**src/rtl/panel_input_conditioner.sv**
```systemverilog
// rtl/panel_input_conditioner.sv - front-panel button/switch synchroniser and debouncer
//
// Config macro: PANEL_ACTIVE_LOW_BTN_EN (buttons inverted before the synchroniser).
// Ports:
//   sys_clk, rst          clock, asynchronous active-high reset
//   btn_clk_raw           raw manual-clock button
//   btn_ram_raw           raw RAM-program button
//   sw_clk_mode_raw       raw clock-mode switch
//   sw_ram_mode_raw       raw RAM-program-mode switch
//   sw_addr_raw[3:0]      raw MAR address switches
//   sw_data_raw[7:0]      raw RAM data switches
//   clk_pulse/ram_pulse   debounced button levels
//   *_rise                one-cycle strobes on debounced press
//   clk_mode/ram_mode     debounced mode switches
//   mar_address/ram_data  debounced address/data group (updated together)

// Stability counter for one channel. The owner holds the accepted value and
// loads the synced value when load is high.
module panel_debounce #(
   parameter int WIDTH  = 1,
   parameter int CYCLES = 4
) (
   input  logic             clk,
   input  logic             rst,
   input  logic [WIDTH-1:0] synced,
   input  logic [WIDTH-1:0] accepted,
   output logic             load
);
   localparam int CW = $clog2(CYCLES + 1);
   localparam logic [CW-1:0] LAST = CW'(CYCLES - 1);
   localparam logic [CW-1:0] MAX  = '1;

   logic [WIDTH-1:0] prev;
   logic [CW-1:0]    count;
   logic             differs;
   logic             stable;

   assign differs = (synced != accepted);
   assign stable  = (synced == prev);
   // Accept only once the differing value has been steady for CYCLES cycles.
   assign load    = differs && stable && (count == LAST);

   always_ff @(posedge clk or posedge rst) begin
      if (rst) begin
         prev  <= '0;
         count <= '0;
      end else begin
         prev <= synced;
         if (!differs || !stable || load)
            count <= '0;
         else if (count != MAX)
            count <= count + CW'(1);
      end
   end
endmodule

// Debounced button: the FSM state is the accepted level.
module panel_button #(
   parameter int CYCLES = 4
) (
   input  logic clk,
   input  logic rst,
   input  logic synced,
   output logic level,
   output logic rise
);
   typedef enum logic [1:0] {LOW, RISE_PEND, HIGH, FALL_PEND} btn_state_t;

   btn_state_t state, next;
   logic       load;

   assign level = (state == HIGH) || (state == FALL_PEND);

   panel_debounce #(.WIDTH(1), .CYCLES(CYCLES)) u_db (
      .clk      (clk),
      .rst      (rst),
      .synced   (synced),
      .accepted (level),
      .load     (load)
   );

   always_comb begin
      next = state;
      case (state)
         LOW:       if (synced) next = RISE_PEND;
         RISE_PEND: if (load) next = HIGH;
                    else if (!synced) next = LOW;
         HIGH:      if (!synced) next = FALL_PEND;
         FALL_PEND: if (load) next = LOW;
                    else if (synced) next = HIGH;
         default:   next = LOW;
      endcase
   end

   always_ff @(posedge clk or posedge rst) begin
      if (rst) begin
         state <= LOW;
         rise  <= 1'b0;
      end else begin
         state <= next;
         rise  <= (state == RISE_PEND) && (next == HIGH);
      end
   end
endmodule

module panel_input_conditioner #(
   parameter int SYNC_STAGES     = 2,
   parameter int DEBOUNCE_CYCLES = 270000
) (
   input  logic       sys_clk,
   input  logic       rst,
   input  logic       btn_clk_raw,
   input  logic       btn_ram_raw,
   input  logic       sw_clk_mode_raw,
   input  logic       sw_ram_mode_raw,
   input  logic [3:0] sw_addr_raw,
   input  logic [7:0] sw_data_raw,
   output logic       clk_pulse,
   output logic       clk_pulse_rise,
   output logic       ram_pulse,
   output logic       ram_pulse_rise,
   output logic       clk_mode,
   output logic       ram_mode,
   output logic [3:0] mar_address,
   output logic [7:0] ram_data
);
   // Bit map: [15] btn_clk, [14] btn_ram, [13] clk_mode, [12] ram_mode,
   //          [11:8] address, [7:0] data.
   logic [1:0]  btn_in;
   logic [15:0] raw_vec;
   logic [15:0] sync_q [SYNC_STAGES];
   logic [15:0] synced;
   logic        load_clk_mode, load_ram_mode, load_group;

`ifdef PANEL_ACTIVE_LOW_BTN_EN
   // Invert ahead of the chain so a reset chain (0) still means "released".
   assign btn_in = ~{btn_clk_raw, btn_ram_raw};
`else
   assign btn_in = {btn_clk_raw, btn_ram_raw};
`endif

   assign raw_vec = {btn_in, sw_clk_mode_raw, sw_ram_mode_raw, sw_addr_raw, sw_data_raw};
   assign synced  = sync_q[SYNC_STAGES-1];

   always_ff @(posedge sys_clk or posedge rst) begin
      if (rst) begin
         for (int i = 0; i < SYNC_STAGES; i++) sync_q[i] <= '0;
      end else begin
         sync_q[0] <= raw_vec;
         for (int i = 1; i < SYNC_STAGES; i++) sync_q[i] <= sync_q[i-1];
      end
   end

   panel_button #(.CYCLES(DEBOUNCE_CYCLES)) u_btn_clk (
      .clk (sys_clk), .rst (rst), .synced (synced[15]),
      .level (clk_pulse), .rise (clk_pulse_rise)
   );

   panel_button #(.CYCLES(DEBOUNCE_CYCLES)) u_btn_ram (
      .clk (sys_clk), .rst (rst), .synced (synced[14]),
      .level (ram_pulse), .rise (ram_pulse_rise)
   );

   panel_debounce #(.WIDTH(1), .CYCLES(DEBOUNCE_CYCLES)) u_db_clk_mode (
      .clk (sys_clk), .rst (rst), .synced (synced[13]),
      .accepted (clk_mode), .load (load_clk_mode)
   );

   panel_debounce #(.WIDTH(1), .CYCLES(DEBOUNCE_CYCLES)) u_db_ram_mode (
      .clk (sys_clk), .rst (rst), .synced (synced[12]),
      .accepted (ram_mode), .load (load_ram_mode)
   );

   // Address and data share one counter so they can only change together.
   panel_debounce #(.WIDTH(12), .CYCLES(DEBOUNCE_CYCLES)) u_db_group (
      .clk (sys_clk), .rst (rst), .synced (synced[11:0]),
      .accepted ({mar_address, ram_data}), .load (load_group)
   );

   always_ff @(posedge sys_clk or posedge rst) begin
      if (rst) begin
         clk_mode    <= 1'b0;
         ram_mode    <= 1'b0;
         mar_address <= '0;
         ram_data    <= '0;
      end else begin
         if (load_clk_mode) clk_mode <= synced[13];
         if (load_ram_mode) ram_mode <= synced[12];
         if (load_group) {mar_address, ram_data} <= synced[11:0];
      end
   end
endmodule

```
**config.mk**
```make
export PLATFORM = sky130hd
export DESIGN_NAME = panel_input_conditioner
export DESIGN_NICKNAME = d
export VERILOG_FILES = /design/src/rtl/panel_input_conditioner.sv
export SDC_FILE = /design/constraint.sdc
export NUM_CORES = 1
export LEC_CHECK = 0
export BUFFER_PORTS_ARGS = -buffer_cell sky130_fd_sc_hd__buf_2
export CORE_MARGIN = 2
export CORE_UTILIZATION = 50
export CTS_BUF_LIST = sky130_fd_sc_hd__clkbuf_4 sky130_fd_sc_hd__clkbuf_8 sky130_fd_sc_hd__clkbuf_16
export CTS_CLUSTER_SIZE = 8
export DETAILED_ROUTE_END_ITERATION = 16
export HOLD_SLACK_MARGIN = 0.06
export PLACE_DENSITY = 0.7
export SLEW_MARGIN = 20
export SYNTH_ARGS = -nofsm -noshare
export SYNTH_HDL_FRONTEND = slang
export SYNTH_SLANG_ARGS = --single-unit
```
**constraint.sdc**
```tcl
create_clock -name sys_clk -period 6.15 [get_ports sys_clk]
set_clock_uncertainty 0.2 [all_clocks]
set_input_delay 1.23 -clock sys_clk [delete_from_list [all_inputs] [get_ports sys_clk]]
set_output_delay 1.23 -clock sys_clk [all_outputs]
set_load 0.02 [all_outputs]
```
After elaboration in Yosys (flattened, before gate mapping)

Cells that the tools add are included.

Magnitude comparators: 0
Divide/modulo/power cells: 0
Bitwise operators: 0
Equality and inequality tests: 28
Shift operators: 0
Multiplexer cells: 24
$mul: 0
Reductions and logical operators: 41
Add/subtract/negate cells: 5

Operator list:

| operator                | count |
|---|---|
| $mux W19                | 10 |
| $add A19 B1 Y19 const B | 5 |
| $eq A19 B19 Y1 const B  | 5 |
| $ne A19 B19 Y1 const B  | 5 |
| $mux W2                 | 12 |
| $pmux W2 S4             | 2 |
| $eq A12 B12 Y1          | 1 |
| $eq A2 B2 Y1 const B    | 6 |
| $logic_and A1 B1 Y1     | 12 |
| $logic_or A1 B1 Y1      | 12 |
| $ne A12 B12 Y1          | 1 |
| $logic_not A1 Y1        | 10 |
| $reduce_bool A2 Y1      | 5 |
| $eq A1 B1 Y1            | 4 |
| $eq A2 B1 Y1 const B    | 2 |
| $logic_not A2 Y1        | 2 |
| $ne A1 B1 Y1            | 4 |

Output and inout port bits: 18
Register bits: 163
Bits in latches: 0
Bits in read-only memories: 0
RAM bits: 0
Logic and storage cells: 118
Bits of input ports: 18
Memories: 0

Depth between registers and ports, before layout

Depth in word-level cells: 9
Mapped depth: 8

Hierarchy

From an unflattened synthesis, not the netlist that was laid out.

Cell total of the unflattened synthesis: 769
Area, all modules: 8323.0 um^2

Modules (own cells, without submodules):

| module                              | area each (um^2) | cells an instance | instances | seq. area each (um^2) |
|---|---|---|---|---|
| panel_debounce (u_btn_clk.u_db ...) | 1270.0           | 132               | 3         | 500.5 |
| panel_debounce (u_db_group)         | 1636.6           | 160               | 1         | 775.7 |
| panel_input_conditioner             | 1361.3           | 62                | 1         | 1151.1 |
| panel_debounce (u_btn_ram.u_db)     | 1290.0           | 131               | 1         | 500.5 |
| panel_button                        | 112.6            | 10                | 2         | 75.1 |

Worst setup path after synthesis

No wires, ideal clock.

Kind: register to register
From: register u_btn_clk.u_db.count[6]
To: register u_btn_clk.u_db.count[0]
Required time: 5.818 ns
Data arrival time: 2.054 ns
Setup slack: 3.764 ns
Period minus slack after synthesis: 2.386 ns
Stages on the path, launching flop included: 7
Library setup time: 0.132 ns
Cell sequence: dfrtp_1 > or4b_2 > nor4_1 > nand2_1 > nand2_1 > clkbuf_1 > nor2_1

Cells in the longest elaborated chain, start to end: 4
Elaborated cells between the ends (all ways): 6
Those cells by class: eq/ne (2); mux (1); reduce/logical (3)

RTL lines:

| element                                        | RTL line | RTL |
|---|---|---|
| from (decl)                                    | 34       | `logic [CW-1:0] count;` |
| from (signal assigned)                         | 52       | `count <= count + CW'(1);` |
| $eq A19 B19 Y1                                 | 41       | `assign load = differs && stable && (count == LAST);` |
| $logic_and A1 B1 Y1                            | 41       |  |
| $logic_or A1 B1 Y1                             | 49       | `if (!differs \|\| !stable \|\| load)` |
| $mux W19 or $reduce_bool A2 Y1 (tied branches) | -        |  |

Several ways; a longest one is shown, not always the timed one.
A chain may end at the register's enable or synchronous reset.

Worst setup path after layout

From: register u_btn_clk.u_db.count[6]
To: register u_btn_clk.u_db.count[11]

Cells in the longest elaborated chain, start to end: 4
Elaborated cells between the ends (all ways): 8
Those cells by class: add/sub (1); eq/ne (2); mux (2); reduce/logical (3)

RTL lines:

| element |
|---|
| branches (longest 4 deep; another with $add A19 B1 Y19) |

Several ways; the timed one is not identified. The select of a mux whose other input is x is not followed.

==> flow_summary.json <==
{
  "yosys_register_bits": 163,
  "routed_wl_um": 14400,
  "grt_max_degree": 116,
  "vias": 5370,
  "synth_warnings": 0,
  "cts_setup_buffers": 0,
  "gp_congestion": 0.861,
  "placed_area_um2": 7770,
  "cpMostUsedCell": "nand2_1",
  "max_stage_delay_ns": 0.69,
  "core_um2": 14500,
  "drive_gt1_share_pct": 11.9,
  "syn_to_final_growth_pct": 12.1,
  "io_buffers": 35,
  "start_util_pct": 51.1,
  "synthCells": 707,
  "max_slew.worst_pin.slew_ns": 1.04,
  "power.density_nw_per_um2": 256,
  "max_freq_mhz": 388,
  "dp.cells": 906,
  "finalMaxSlewViolations": 0,
  "grt_pass1_wl_um": 25300,
  "max_cap_viol_count": 0,
  "setup_viol_count_final": 0,
  "die-height_um": 126,
  "cts_resized": 0,
  "cts_inserted_buffers": 17,
  "period_share_pct": 41.9,
  "cts_htree_levels": 4,
  "rsz0062_at_grt": "false",
  "via_per_inst": 5.72,
  "arrival_ns": 2.66,
  "track_usage_pct": 19.6,
  "finalHoldViolCount": 0,
  "tritoncts": "built",
  "numClockSinks": 163,
  "routedWlPerCell_um": 15.4,
  "crit_path_end": "u_btn_clk.u_db.count[11]",
  "crit_path_top_delay_cell": "or4b_2",
  "setup_ws_ns": 3.57,
  "rows": 44,
  "syn_avg_cell_area_um2": 10.5,
  "ff2ff_path_depth": 5,
  "r2r-start": "u_btn_clk.u_db.count[6]",
  "yosysSeqAreaShare_pct": 54.9,
  "drtIter0Drc": 401,
  "instances_no_fill": 938,
  "dominantRegCellSynth": "dfrtp_1",
  "startpoint_type": "flop",
  "worstPathRequired_ns": 6.23,
  "slew_headroom_pct": 29.9,
  "grt_pass1_vias": 5330,
  "r2r-end": "u_btn_clk.u_db.count[11]",
  "cp_max_fo": 19,
  "path_clk_slew_ns": 0.07,
  "syn_nets": 730,
  "synth.cell_area_um2": 7420,
  "status": "completed",
  "synth-edff-count": 0,
  "pin_count": 36,
  "cts_buffer_depth": 2,
  "die_x_um": 126,
  "place_ws_ns": 3.17,
  "startpoint": "u_btn_clk.u_db.count[6]",
  "antenna_found_initial": 0,
  "period_minus_slack_ns": 2.58,
  "worstPathCellList": "or4b_2 -> nor4_1 -> nand2_1 -> nand2_1 -> nor2_1",
  "critPathCaptureType": "flop",
  "dp.final_hpwl_um": 9690,
  "fill_cells": 1300,
  "worst_skew_pair.late_latency_ns": 0.43,
  "hold_class": "reg -> reg",
  "path_depth": 5,
  "final_cell_area_um2": 8320,
  "reg2reg_slack_ns": 3.57,
  "die_area_um2": 15800,
  "hold_buffers": 0,
  "path_buf_inv": 0,
  "crit_family": "simple AND/OR/NAND/NOR gates",
  "synth_cell_types": 50,
  "clock-root-buffer": "clkbuf_16",
  "drc": 0,
  "vdd_drop_max_mv": 0.202,
  "ant_nets": 0,
  "static-leakage-power_nw": 3.49,
  "dr.pass1.iters": 4,
  "critPathKind": "reg -> reg",
  "nets": 764,
  "grt_remaining_overflow": 0,
  "diodes": 0,
  "async_flop_share_pct": 100,
  "fin_tns_setup_ns": 0
}
## layout by cell type, fill, tap and decap left out, types with 5 or more instances in the layout
cell,instances
clkbuf_16,17
ha_1,5
inv_1,10
and3_1,17
a211oi_1,7
nor4_1,19
clkinvlp_4,6
nand4_1,31
o21ai_0,18
xor2_1,51
nor2_1,100
o2111ai_1,9
buf_2,35
a311oi_1,5
nand2_1,38
nand3_1,39
a21oi_1,22
or3_1,6
nor3_1,19
dfrtp_1,163
a31oi_1,12
and4_1,7
and2_1,6
xnor2_1,37
mux2_2,12
## layer usage
metal	share of wire (%)	track usage [%]
met1	46	25.8
met4	2.2	7.82
met3	2.7	4.29
met2	49	31.8
met5	0	0
## Yosys cell counts (3+ instances only)
library cell,count,area (um^2)
dfrtp_1,163,4080
nor2_1,100,375
xor2_1,51,447
nand3_1,39,195
nand2_1,38,143
xnor2_1,37,324
nand4_1,31,194
a21oi_1,22,110
clkbuf_1,19,71.3
nor3_1,19,95.1
nor4_1,19,119
o21ai_0,18,90.1
and3_1,17,106
a31oi_1,12,75.1
mux2_2,12,135
inv_1,11,41.3
o2111ai_1,9,78.8
a211oi_1,7,52.6
and4_1,7,61.3
and2_1,6,37.5
or3_1,6,37.5
a311oi_1,5,43.8
ha_1,5,62.6
nand2b_1,4,25.0
nor4b_1,4,35.0
o211ai_1,4,30.0
o21bai_1,4,30.0
or4_1,4,30.0
mux2i_1,3,30.0
nand3b_1,3,22.5
nor2b_1,3,18.8
## final cells by class
class,count,area [um^2],share of cell area [%]
sequential,163,4080,49.0
multi-input combinational,511,3220,38.8
clock inverter,14,108,1.29
inverter,11,48.8,0.587
clock buffer,18,439,5.28
tap,184,230,2.77
timing repair buffer,37,190,2.29
## worst min-delay path by stage
stage                            end  depth (start not counted)        from  slack (ns)
after floorplan            synced[0]                          0  sync_q[16]        0.13
after global placement    synced[13]                          0  sync_q[29]        0.13
after detailed placement  synced[10]                          0  sync_q[26]        0.13
after CTS                 synced[13]                          0  sync_q[29]        0.15
after global routing       synced[9]                          0  sync_q[25]        0.15
final                      synced[9]                          0  sync_q[25]        0.14
## stage by stage
step	utilization [%]	hold WS [ns]	total power, mW
floorplan	-	0.131	1.16
global placement	53.5	0.132	1.18
detailed placement	53.5	0.135	1.18
CTS	57.2	0.149	2.15
global route	57.2	0.152	2.21
finish	57.2	0.143	2.13
## sequential cells by signal, indices dropped and copies added (netlist names)
register and cells:
clk_mode 1, mar_address 4, ram_data 8, ram_mode 1, sync_q 16, synced 16
u_btn_clk.rise 1, u_btn_clk.state 2, u_btn_clk.u_db.count 19, u_btn_clk.u_db.prev 1, u_btn_ram.rise 1, u_btn_ram.state 2
u_btn_ram.u_db.count 19, u_btn_ram.u_db.prev 1, u_db_clk_mode.count 19, u_db_clk_mode.prev 1, u_db_group.count 19, u_db_group.prev 12
u_db_ram_mode.count 19, u_db_ram_mode.prev 1
## report_power, final
part / internal [mW] / switching, mW
logic: 0.0172 / 0.0380
clock network: 0.529 / 0.439
registers: 1.09 / 0.0150
total: 1.64 / 0.492
## cells by family (layout without fill, tap and decap cells)
family	Yosys count	in the layout	share of synthesized area (%)
simple gates	312	312	21.9
xor+xnor	88	88	10.4
compound gates	91	91	8.02
fa+ha+maj	5	5	0.843
buf+inv	33	80	1.72
flops	163	163	54.9
mux	15	15	2.22
(Power assumes the default switching activity.)
